[src/rtl/sram_axi_bridge_if.sv]
// AXI4-Lite channel bundle between the SRAM bridge (master) and the memory system (slave).
interface sram_axi_bridge_if;
   logic [31:0] araddr;
   logic        arvalid;
   logic        arready;
   logic [31:0] rdata;
   logic [1:0]  rresp;
   logic        rvalid;
   logic        rready;
   logic [31:0] awaddr;
   logic        awvalid;
   logic        awready;
   logic [31:0] wdata;
   logic [3:0]  wstrb;
   logic        wvalid;
   logic        wready;
   logic [1:0]  bresp;
   logic        bvalid;
   logic        bready;

   modport master (
      output araddr, arvalid, rready, awaddr, awvalid, wdata, wstrb, wvalid, bready,
      input  arready, rdata, rresp, rvalid, awready, wready, bresp, bvalid
   );

   modport slave (
      input  araddr, arvalid, rready, awaddr, awvalid, wdata, wstrb, wvalid, bready,
      output arready, rdata, rresp, rvalid, awready, wready, bresp, bvalid
   );
endinterface

[src/rtl/sram_axi_bridge.sv]
// Single-outstanding SRAM-port to AXI4-Lite bridge; stalls the core until each bus transaction completes.
//
// state   | meaning
// IDLE    | waiting for req_en, captures request
// RD_ADDR | arvalid high, waiting for arready
// RD_DATA | rready high, waiting for rvalid
// WR_REQ  | awvalid/wvalid high until each handshakes
// WR_RESP | bready high, waiting for bvalid
// DONE    | stall released for one cycle, core advances
module sram_axi_bridge #(
   parameter bit ALIGN = 1'b1
) (
   input  logic                clk,
   input  logic                resetn,
   input  logic                req_en,
   input  logic [3:0]          req_wen,
   input  logic [31:0]         req_addr,
   input  logic [31:0]         req_wdata,
   output logic [31:0]         req_rdata,
   output logic                stall,
   output logic                bus_err,
   sram_axi_bridge_if.master   axi
);

   localparam logic [2:0] IDLE    = 3'd0;
   localparam logic [2:0] RD_ADDR = 3'd1;
   localparam logic [2:0] RD_DATA = 3'd2;
   localparam logic [2:0] WR_REQ  = 3'd3;
   localparam logic [2:0] WR_RESP = 3'd4;
   localparam logic [2:0] DONE    = 3'd5;

   logic [2:0]  state_q,   state_d;
   logic [31:0] addr_q,    addr_d;
   logic [3:0]  wen_q,     wen_d;
   logic [31:0] wdata_q,   wdata_d;
   logic [31:0] rdata_q,   rdata_d;
   logic        bus_err_q, bus_err_d;
   logic        aw_done_q, aw_done_d;
   logic        w_done_q,  w_done_d;
   logic [31:0] bus_addr;

   always_comb begin
      state_d   = state_q;
      addr_d    = addr_q;
      wen_d     = wen_q;
      wdata_d   = wdata_q;
      rdata_d   = rdata_q;
      bus_err_d = bus_err_q;
      aw_done_d = aw_done_q;
      w_done_d  = w_done_q;
      case (state_q)
         IDLE: begin
            if (req_en) begin
               addr_d    = req_addr;
               wen_d     = req_wen;
               wdata_d   = req_wdata;
               aw_done_d = 1'b0;
               w_done_d  = 1'b0;
               state_d   = (req_wen != 4'b0000) ? WR_REQ : RD_ADDR;
            end
         end
         RD_ADDR: begin
            if (axi.arready) state_d = RD_DATA;
         end
         RD_DATA: begin
            if (axi.rvalid) begin
               rdata_d = axi.rdata;
               if (axi.rresp != 2'b00) bus_err_d = 1'b1;
               state_d = DONE;
            end
         end
         WR_REQ: begin
            // Each channel finishes independently; leave as soon as both are done.
            aw_done_d = aw_done_q | axi.awready;
            w_done_d  = w_done_q  | axi.wready;
            if (aw_done_d && w_done_d) state_d = WR_RESP;
         end
         WR_RESP: begin
            if (axi.bvalid) begin
               if (axi.bresp != 2'b00) bus_err_d = 1'b1;
               state_d = DONE;
            end
         end
         DONE:    state_d = IDLE;
         default: state_d = IDLE;
      endcase
   end

   always_ff @(posedge clk or negedge resetn) begin
      if (!resetn) begin
         state_q   <= IDLE;
         addr_q    <= '0;
         wen_q     <= '0;
         wdata_q   <= '0;
         rdata_q   <= '0;
         bus_err_q <= 1'b0;
         aw_done_q <= 1'b0;
         w_done_q  <= 1'b0;
      end else begin
         state_q   <= state_d;
         addr_q    <= addr_d;
         wen_q     <= wen_d;
         wdata_q   <= wdata_d;
         rdata_q   <= rdata_d;
         bus_err_q <= bus_err_d;
         aw_done_q <= aw_done_d;
         w_done_q  <= w_done_d;
      end
   end

   assign bus_addr    = ALIGN ? {addr_q[31:2], 2'b00} : addr_q;

   assign axi.araddr  = bus_addr;
   assign axi.awaddr  = bus_addr;
   assign axi.wdata   = wdata_q;
   assign axi.wstrb   = wen_q;
   assign axi.arvalid = (state_q == RD_ADDR);
   assign axi.rready  = (state_q == RD_DATA);
   assign axi.awvalid = (state_q == WR_REQ) && !aw_done_q;
   assign axi.wvalid  = (state_q == WR_REQ) && !w_done_q;
   assign axi.bready  = (state_q == WR_RESP);

   assign req_rdata = rdata_q;
   assign bus_err   = bus_err_q;
   assign stall     = ((state_q == IDLE) && req_en) ||
                      ((state_q != IDLE) && (state_q != DONE));

endmodule

[src/flat_wrapper.sv]
// flat-port wrapper written by rule: the top's interface ports become plain ports
module sram_axi_bridge_flat 
#(
   parameter bit ALIGN = 1'b1
)
  (clk, resetn, req_en, req_wen, req_addr, req_wdata, req_rdata, stall, bus_err, axi_araddr, axi_arvalid, axi_rready, axi_awaddr, axi_awvalid, axi_wdata, axi_wstrb, axi_wvalid, axi_bready, axi_arready, axi_rdata, axi_rresp, axi_rvalid, axi_awready, axi_wready, axi_bresp, axi_bvalid);
  sram_axi_bridge_if axi_i ();
  input  logic clk;
  input  logic resetn;
  input  logic req_en;
  input  logic [3:0] req_wen;
  input  logic [31:0] req_addr;
  input  logic [31:0] req_wdata;
  output logic [31:0] req_rdata;
  output logic stall;
  output logic bus_err;
  output wire logic [$bits(axi_i.araddr)-1:0] axi_araddr;
  output wire logic [$bits(axi_i.arvalid)-1:0] axi_arvalid;
  output wire logic [$bits(axi_i.rready)-1:0] axi_rready;
  output wire logic [$bits(axi_i.awaddr)-1:0] axi_awaddr;
  output wire logic [$bits(axi_i.awvalid)-1:0] axi_awvalid;
  output wire logic [$bits(axi_i.wdata)-1:0] axi_wdata;
  output wire logic [$bits(axi_i.wstrb)-1:0] axi_wstrb;
  output wire logic [$bits(axi_i.wvalid)-1:0] axi_wvalid;
  output wire logic [$bits(axi_i.bready)-1:0] axi_bready;
  input wire logic [$bits(axi_i.arready)-1:0] axi_arready;
  input wire logic [$bits(axi_i.rdata)-1:0] axi_rdata;
  input wire logic [$bits(axi_i.rresp)-1:0] axi_rresp;
  input wire logic [$bits(axi_i.rvalid)-1:0] axi_rvalid;
  input wire logic [$bits(axi_i.awready)-1:0] axi_awready;
  input wire logic [$bits(axi_i.wready)-1:0] axi_wready;
  input wire logic [$bits(axi_i.bresp)-1:0] axi_bresp;
  input wire logic [$bits(axi_i.bvalid)-1:0] axi_bvalid;
  assign axi_araddr = axi_i.araddr;
  assign axi_arvalid = axi_i.arvalid;
  assign axi_rready = axi_i.rready;
  assign axi_awaddr = axi_i.awaddr;
  assign axi_awvalid = axi_i.awvalid;
  assign axi_wdata = axi_i.wdata;
  assign axi_wstrb = axi_i.wstrb;
  assign axi_wvalid = axi_i.wvalid;
  assign axi_bready = axi_i.bready;
  assign axi_i.arready = axi_arready;
  assign axi_i.rdata = axi_rdata;
  assign axi_i.rresp = axi_rresp;
  assign axi_i.rvalid = axi_rvalid;
  assign axi_i.awready = axi_awready;
  assign axi_i.wready = axi_wready;
  assign axi_i.bresp = axi_bresp;
  assign axi_i.bvalid = axi_bvalid;
  sram_axi_bridge #(.ALIGN(ALIGN)) u_core (.clk(clk), .resetn(resetn), .req_en(req_en), .req_wen(req_wen), .req_addr(req_addr), .req_wdata(req_wdata), .req_rdata(req_rdata), .stall(stall), .bus_err(bus_err), .axi(axi_i));
endmodule
[config.mk]
export PLATFORM = sky130hd
export DESIGN_NAME = sram_axi_bridge_flat
export DESIGN_NICKNAME = d
export VERILOG_FILES = /design/src/rtl/sram_axi_bridge_if.sv /design/src/rtl/sram_axi_bridge.sv /design/src/flat_wrapper.sv
export SDC_FILE = /design/constraint.sdc
export NUM_CORES = 1
export LEC_CHECK = 0
export ABC_AREA = 1
export CORE_MARGIN = 2
export CORE_UTILIZATION = 39
export CTS_CLUSTER_SIZE = 10
export DETAILED_ROUTE_END_ITERATION = 16
export PLACE_DENSITY_LB_ADDON = 0.12
export SLEW_MARGIN = 20
export SYNTH_ARGS = -nofsm -noshare
export SYNTH_HDL_FRONTEND = slang
export SYNTH_SLANG_ARGS = --single-unit
[constraint.sdc]
create_clock -name clk -period 1.7 [get_ports clk]
set_clock_uncertainty 0.05 [all_clocks]
set_input_delay 0.17 -clock clk [delete_from_list [all_inputs] [get_ports clk]]
set_output_delay 0.17 -clock clk [all_outputs]
set_load 0.01 [all_outputs]
== Yosys cells after proc, flatten, opt, wreduce, memory -nomap -nowiden ==
Cells that the tools add are included.

* Muxes and demuxes: 15
* Bitwise logic cells: 2
* Equal/unequal tests: 12
* Div/mod/pow operators: 0
* $lt $le $gt $ge: 0
* Reductions and logical operators: 20
* Multiply operators: 0
* Shifts and indexed selects: 0
* Add/sub/neg operators: 0

{| class="wikitable"
|+ Operators by type and width
! kind !! number
|-
| 3-bit two-way mux || 5
|-
| 3-bit case mux with 5 select lines || 1
|-
| 2-bit by 1-bit inequality test with 1-bit output, second input constant || 6
|-
| 5-bit AND reduction || 2
|-
| 2-bit nonzero test || 4
|-
| 3-bit by 2-bit equality test with 1-bit output, second input constant || 2
|-
| 1-bit case mux with 2 select lines || 3
|-
| 2-bit AND reduction || 3
|-
| 1-bit logical AND || 5
|-
| 1-bit two-way mux || 5
|-
| 4-bit nonzero test || 1
|-
| 3-bit by 1-bit equality test with 1-bit output, second input constant || 1
|-
| 3-bit equality test, second input constant || 1
|-
| 3-bit logical NOT || 1
|-
| 3-bit inequality test, second input constant || 1
|-
| 3-bit nonzero test || 1
|-
| 1-bit logical NOT || 2
|-
| 2-bit two-way mux || 1
|-
| 2-bit inequality test, second input constant || 1
|-
| 1-bit OR || 2
|-
| 1-bit logical OR || 1
|}

* Bits in read-only memories: 0
* Output and inout bits: 139
* Bits in writable memories: 0
* Input port bits: 112
* Register bits: 106
* Latch bits: 0
* Memories kept: 0

== Depth between registers and ports, before layout ==
Gate-level depths: netlist of run 1.

* Depth in word-level cells: 4
* Depth in mapped cells: 9
* Depth with buffers taken out: 9

== Least setup slack after synthesis of run 1 ==
Ideal clock, no wire load.

* Kind: register to register
* From: register u_core.state_q[0]
* To: register u_core.addr_q[10]
* Period minus slack after synthesis: 1310 ps
* Stages on the path, launching flop included: 8
* Data arrival time: 1139 ps
* Path slack: 390 ps
* Setup time: 121 ps
* Data required time: 1529 ps
* Cell sequence: dfrtp_1 buf_6 nor2_4 nand2_2 buf_6 buf_4 o21ai_1 nand2_1

* Word-level cells in the longest chain between the ends: 2

{| class="wikitable"
|+ RTL lines
! item !! line !! text
|-
| start: declaration || sram_axi_bridge.sv:32 || <nowiki>logic [2:0] state_q, state_d;</nowiki>
|-
| start signal: assignment || sram_axi_bridge.sv:100 || <nowiki>state_q <= state_d;</nowiki>
|-
| 3-bit logical NOT || sram_axi_bridge.sv:51 || <nowiki>case (state_q)</nowiki>
|-
| 2-bit AND reduction (no line) || n/a ||
|-
| end signal: assignment || sram_axi_bridge.sv:101 || <nowiki>addr_q <= addr_d;</nowiki>
|-
| end: declaration || sram_axi_bridge.sv:33 || <nowiki>logic [31:0] addr_q, addr_d;</nowiki>
|}

Every way passes these cells.
A chain may end at the register's enable or synchronous reset.

== Worst setup path after layout of run 1 ==
* From: register u_core.state_q[0]
* To: output port stall

* Word-level cells in the longest chain between the ends: 3

{| class="wikitable"
|+ RTL lines
! item !! line !! text
|-
| 3-bit inequality test, or another cell as far along || sram_axi_bridge.sv:126 || <nowiki>((state_q != IDLE) && (state_q != DONE));</nowiki>
|-
| 1-bit logical AND, on equally long branches || sram_axi_bridge.sv:126, sram_axi_bridge.sv:125 ||
|-
| 1-bit logical OR (*) || sram_axi_bridge.sv:125 || <nowiki>assign stall = ((state_q == IDLE) && req_en) ||</nowiki>
|-
| end: declaration || flat_wrapper.sv:15 || <nowiki>output logic stall;</nowiki>
|}

Mark *: on every way between the ends. The rest lies on a longest branch, timed or not.

==> flow_summary.yaml, run 1 <==
outcome:
  status: "completed"
floorplanning:
  ioPinCount: 251
  dieArea_mm2: 0.0127
  coreArea_mm2: 0.0115
  die_y_um: 113
  initial_core_util: 0.400
  fp-row-count: 39
  die_w_um: 113
grt:
  antenna_found_initial: 0
  grt_pass1_wl_um: 21300
  gr-total-overflow: 0
  grtUsageTotal: 0.211
  grt_pass1_vias: 4314
  grt_max_degree: 105
setup_path:
  worstSetupPathType: "flop to output port"
  critPathCaptureType: "output port"
  slowest_delay_ns: 0.43
  required_ns: 1.48
  worstSetupStartpointType: "flop"
  worstSetupEndpoint: "stall"
  worst_r2r_path_depth: 8
  reg2reg_slack_ns: 0.16
  cp.arrival_ns: 1.41
  cp-startpoint: "u_core.state_q[0]$_DFFE_PN0P_"
  path_depth: 6
  crit_chain: "buf_4 > nor2_4 > nand3_1 > inv_1 > a31oi_1 > clkbuf_2"
  worst-path-buf-inv: 3
  cp_max_fo: 4
  r2r_end: "u_core.req_rdata[10]$_DFFE_PN0P_"
  r2r_start: "u_core.state_q[2]$_DFFE_PN0P_"
  cp_slowest_cell: "dfrtp_2"
  cpLargestDelayFamily: "flip-flops"
final_layout:
  layout_common_cells: "clkdlybuf4s50_1 (237), nand2_1 (218), dfrtp_1 (102)"
  num-nets-final: 859
  drive_gt1_frac: 0.0706
  final_common_cell: "clkdlybuf4s50_1"
  stdcell_count: 894
  layout-area-overhead-vs-synth_pct: 58.8
  diodes: 0
  final_util: 0.636
cts:
  cts.path.max_buffers: 2
  clkTransAtPathRegs_ns: 0.07
  cts_inserted_buffers: 9
  cts_sinks: 104
  cts_root_buf: "clkbuf_16"
  htreeDepth: 3
  clk_latency_ns: 0.34
  cts_tree: "done"
routing:
  viasPerCell: 4.81
  via_count: 4300
  firstDrtPassIters: 6
  initialDrtViolationCount: 328
  drc: 0
  ant_nets: 0
  wl_per_cell_um: 14.9
  wl_um: 13400
logic_synthesis:
  yosysUniqueCellTypes: 18
  yosys_warnings: 0
  syn_area_mm2: 0.00459
  synth.avg_cell_area_um2: 8.63
  ys_seq_area_frac: 0.567
  synthCells: 532
  ys_ff_latch: 104
power_and_ir_drop:
  total_leakage_power_nw: 3.46
  powerDensity_mw_per_mm2: 1790
  peakVddDrop_mv: 0.947
  p_total_mw: 13.0
placement:
  gp_congestion: 0.767
  post-place-cells: 876
  post-place-ws_ns: -0.201
  io_buffers: 244
  hpwlAfterDp_um: 9690
worst_hold_path:
  hold_depth: 3
  hp-class: "primary input to flop"
job:
  cap_violations: 0
timing:
  setup_ws_ns: 0.0697
  hold_slack_ns: 0.320
  hold_viol_final: 0
  setup_viol: 0
  finalMaxSlewViolations: 0
  relSlewSlack: 0.567
  period_minus_slack_ns: 1.63
  fmax_ghz: 0.613
  fin_crit_sh: 0.959
  worst_slew_pin_slew_ns: 0.650
  rsz0062_at_grt: "no"
layer usage:
layer  track usage  vias to the layer above  routed length (um)
li1              -                     2070                   -
met4        0.0634                        0                 193
met5             0                        -                   0
met3        0.0664                       13                1080
met1         0.256                     2048                5540
met2         0.361                      169                6550
final cells by class:
type	instances	area, um^2
clock buffer	11	253
timing repair buffer	267	2640
inverter	16	60.1
fill	993	4180
tap	143	179
multi-input combinational	349	1480
clock inverter	4	77.6
sequential	104	2610
cells in the mapped netlist (all sizes together):
master | n | area share
a31oi | 1 | 0.0014
nor2 | 12 | 0.015
o21ai | 70 | 0.076
a21oi | 2 | 0.0022
conb | 1 | 0.00082
nand2 | 220 | 0.18
inv | 16 | 0.013
clkbuf | 10 | 0.0082
nand3 | 40 | 0.044
buf | 56 | 0.092
dfrtp | 104 | 0.57
power by group:
part	leakage (nW)	total, mW	internal, mW	switching, mW
logic	2.01	6.48	3.45	3.03
clock network	0.162	2.25	1.37	0.878
registers	1.30	4.32	3.61	0.707
stage by stage:
step | area, um^2 | TNS [ns]
4_1_cts | 7300 | -0.0502
5_1_grt | 7290 | 0
2_1_floorplan | 4600 | 0
6_report | 7290 | 0
3_3_place_gp | 6950 | -9.17
3_5_place_dp | 6950 | -10.50
tightest hold or removal path, stage by stage:
cell and delay [ns]:
clkdlybuf4s50_1 0.39, nand2_1 0.06, nand2_1 0.04
cell families (layout without fill, tap and decap cells):
group                  Yosys count  in the layout  share of synthesized area
buffers and inverters           82            298                      0.113
AO/OA/AOI/OAI                   73             73                     0.0798
other                            1              4                   0.000817
flip-flops                     104            104                      0.567
AND/OR/NAND/NOR                272            272                      0.239
sequential cells by signal, indices dropped and copies added (netlist names):
| register | count |
|---|---|
| u_core.req_rdata | 32 |
| u_core.axi.wdata | 32 |
| u_core.w_done_q | 1 |
| u_core.state_q | 3 |
| u_core.axi.wstrb | 4 |
| u_core.aw_done_q | 1 |
| u_core.bus_err | 1 |
| u_core.addr_q | 30 |
worst min-delay path by stage:
stage	endpoint	slack, ns	startpoint
3_3_place_gp	u_core.addr_q[14]$_DFFE_PN0P_	0.23	resetn
6_report	u_core.axi.wdata[28]$_DFFE_PN0P_	0.32	req_wdata[28]
4_1_cts	u_core.axi.wdata[28]$_DFFE_PN0P_	0.31	req_wdata[28]
2_1_floorplan	u_core.addr_q[10]$_DFFE_PN0P_	-0.18	resetn
3_5_place_dp	u_core.addr_q[14]$_DFFE_PN0P_	0.24	resetn
5_1_grt	u_core.axi.wdata[26]$_DFFE_PN0P_	0.32	req_wdata[26]
repair_timing:
action	4_1_cts	5_1_grt
setup buffers	2	0
resized for setup	17	6
endpoints found under the setup margin	6	7
hold buffers	1	0
hold endpoints to repair	104	0
Power figures use the tool's default switching activity.
==> run 2: changes to the inputs <==
--- a/config.mk
+++ b/config.mk
@@ -6,6 +6,7 @@
 export NUM_CORES = 1
 export LEC_CHECK = 0
 export ABC_AREA = 1
+export CAP_MARGIN = 40
 export CORE_MARGIN = 2
 export CORE_UTILIZATION = 39
 export CTS_CLUSTER_SIZE = 10
==> results of run 2 <==
Final layout, timing and power as in run 1 (identical DEF).
==> run 3: changes to the inputs <==
--- a/config.mk
+++ b/config.mk
@@ -9,6 +9,7 @@
 export CAP_MARGIN = 40
 export CORE_MARGIN = 2
 export CORE_UTILIZATION = 39
+export CTS_BUF_LIST = sky130_fd_sc_hd__clkbuf_16
 export CTS_CLUSTER_SIZE = 10
 export DETAILED_ROUTE_END_ITERATION = 16
 export PLACE_DENSITY_LB_ADDON = 0.12
==> constraint.sdc (replaced) <==
create_clock -name clk -period 1.5 [get_ports clk]
set_clock_uncertainty 0.05 [all_clocks]
set_input_delay 0.15 -clock clk [delete_from_list [all_inputs] [get_ports clk]]
set_output_delay 0.15 -clock clk [all_outputs]
set_load 0.01 [all_outputs]
==> flow_summary.yaml, run 3 (synthesized netlist as in run 1, its figures left out) <==
outcome:
  status: "complete, but fails checks"
  violations: "setup timing"
cts:
  cts_root_buf: "clkbuf_16"
  cts_inserted_buffers: 9
  clkTransAtPathRegs_ns: 0.07
  clk_latency_ns: 0.34
  cts.path.max_buffers: 2
  cts_sinks: 104
  cts_tree: "done"
  htreeDepth: 3
setup_path:
  cp.arrival_ns: 1.40
  r2r_start: "u_core.state_q[0]$_DFFE_PN0P_"
  reg2reg_slack_ns: -0.09
  worstSetupPathType: "flop to output port"
  cp_slowest_cell: "dfrtp_1"
  cpLargestDelayFamily: "flip-flops"
  slowest_delay_ns: 0.42
  critPathMostFrequentCell: "buf_6"
  worstSetupStartpointType: "flop"
  worst-path-buf-inv: 3
  cp_max_fo: 3
  crit_chain: "buf_6 > nor2_4 > nand3_2 > inv_2 > a31oi_4 > buf_6"
  worst_r2r_path_depth: 9
  required_ns: 1.30
  critPathCaptureType: "output port"
  r2r_end: "u_core.axi.wdata[4]$_DFFE_PN0P_"
timing:
  hold_viol_final: 0
  finalMaxSlewViolations: 0
  setup_viol: 46
  finalSetupTns_ns: -2.62
  rsz0062_at_grt: "yes"
  fmax_ghz: 0.627
  period_minus_slack_ns: 1.60
  hold_slack_ns: 0.215
  setup_ws_ns: -0.0959
  fin_crit_sh: 1.06
placement:
  post-place-cells: 886
  gp_congestion: 0.796
  hpwlAfterDp_um: 9810
  io_buffers: 244
  placed_cell_area_mm2: 0.00705
  post-place-ws_ns: -0.325
floorplanning:
  die_w_um: 113
  coreArea_mm2: 0.0115
  die_y_um: 113
  ioPinCount: 251
  fp-row-count: 39
  initial_core_util: 0.400
  dieArea_mm2: 0.0127
grt:
  antenna_found_initial: 0
  grt_pass1_wl_um: 21700
  grt_pass1_vias: 4278
  grtUsageTotal: 0.213
  gr-total-overflow: 0
  grt_max_degree: 68
final_layout:
  layout-area-overhead-vs-synth_pct: 68.0
  layout_common_cells: "nand2_1 (217), clkdlybuf4s50_1 (205), dfrtp_1 (102)"
  final_common_cell: "nand2_1"
  final_util: 0.673
  drive_gt1_frac: 0.101
  diodes: 0
  nFillCells: 930
  ff_latch_area_mm2: 0.00261
  stdcell_count: 913
  design_area_mm2: 0.00772
  num-nets-final: 877
  multi_input_area_mm2: 0.00153
routing:
  via_count: 4410
  initialDrtViolationCount: 226
  wl_per_cell_um: 15.1
  ant_nets: 0
  viasPerCell: 4.83
  drc: 0
  wl_um: 13800
  firstDrtPassIters: 8
job:
  cap_violations: 0
power_and_ir_drop:
  peakVddDrop_mv: 1.02
  p_total_mw: 15.4
  powerDensity_mw_per_mm2: 2000
  total_leakage_power_nw: 4.00
worst_hold_path:
  hp-class: "primary input to async pin"
run 3: cell count changes in the layout (fill, tap and decap cells not counted), sizes merged:
cell / delta
clkdlybuf4s50: -32
clkinvlp: +1
clkdlybuf4s15: -1
inv: +1
dlymetal6s2s: +31
bufbuf: +1
buf: +17
clkinv: +1
run 3: worst max path at each step:
| stage | depth (start not counted) | from | endpoint | slack, ns |
|---|---|---|---|---|
| finish | 6 | u_core.state_q[0]$_DFFE_PN0P_ | stall | -0.1 |
| global route | 6 | u_core.state_q[0]$_DFFE_PN0P_ | stall | -0.14 |
| CTS | 6 | u_core.state_q[0]$_DFFE_PN0P_ | stall | -0.09 |
| detailed placement | 6 | req_en | stall | -0.33 |
| global placement | 6 | req_en | stall | -0.34 |
| floorplan | 7 | u_core.state_q[0]$_DFFE_PN0P_ | u_core.addr_q[10]$_DFFE_PN0P_ | 0.19 |
run 3: power breakdown:
group	internal, mW	leakage (nW)	total, mW	switching (mW)
Clock	1.45	0.152	2.45	1.00
Combinational	4.40	2.55	8.06	3.66
Sequential	4.10	1.30	4.91	0.809
run 3: repair_timing:
item / in CTS / in global routing
hold endpoints to repair: 23 / 0
setup endpoints to repair: 10 / 139
pin swaps: 4 / 4
gates resized for setup: 44 / 58
hold buffers: 1 / 0
setup buffers: 4 / 2
cloned: 1 / 3
run 3: cell type report:
cell class,count,share of cell area
timing repair buffer,285,0.393
sequential,104,0.338
multi-input combinational,349,0.198
clock buffer,9,0.0292
tap,143,0.0232
clock inverter,7,0.0114
inverter,16,0.00778
run 3: worst reg2reg max path: stages, from the launching register on:
cell,delay (ns)
dfrtp_1,0.42
buf_6,0.13
nor2_4,0.11
buf_4,0.15
nand2_4,0.08
nor2_4,0.15
buf_12,0.15
clkbuf_16,0.17
nand2_1,0.06
nand2_1,0.07
run 3: layer usage:
metal	vias to the layer above	routed length, um	track usage
met3	14	1050	0.0562
met2	185	6680	0.350
li1	2116	-	-
met5	-	0	0
met4	0	216	0.0691
met1	2095	5870	0.276
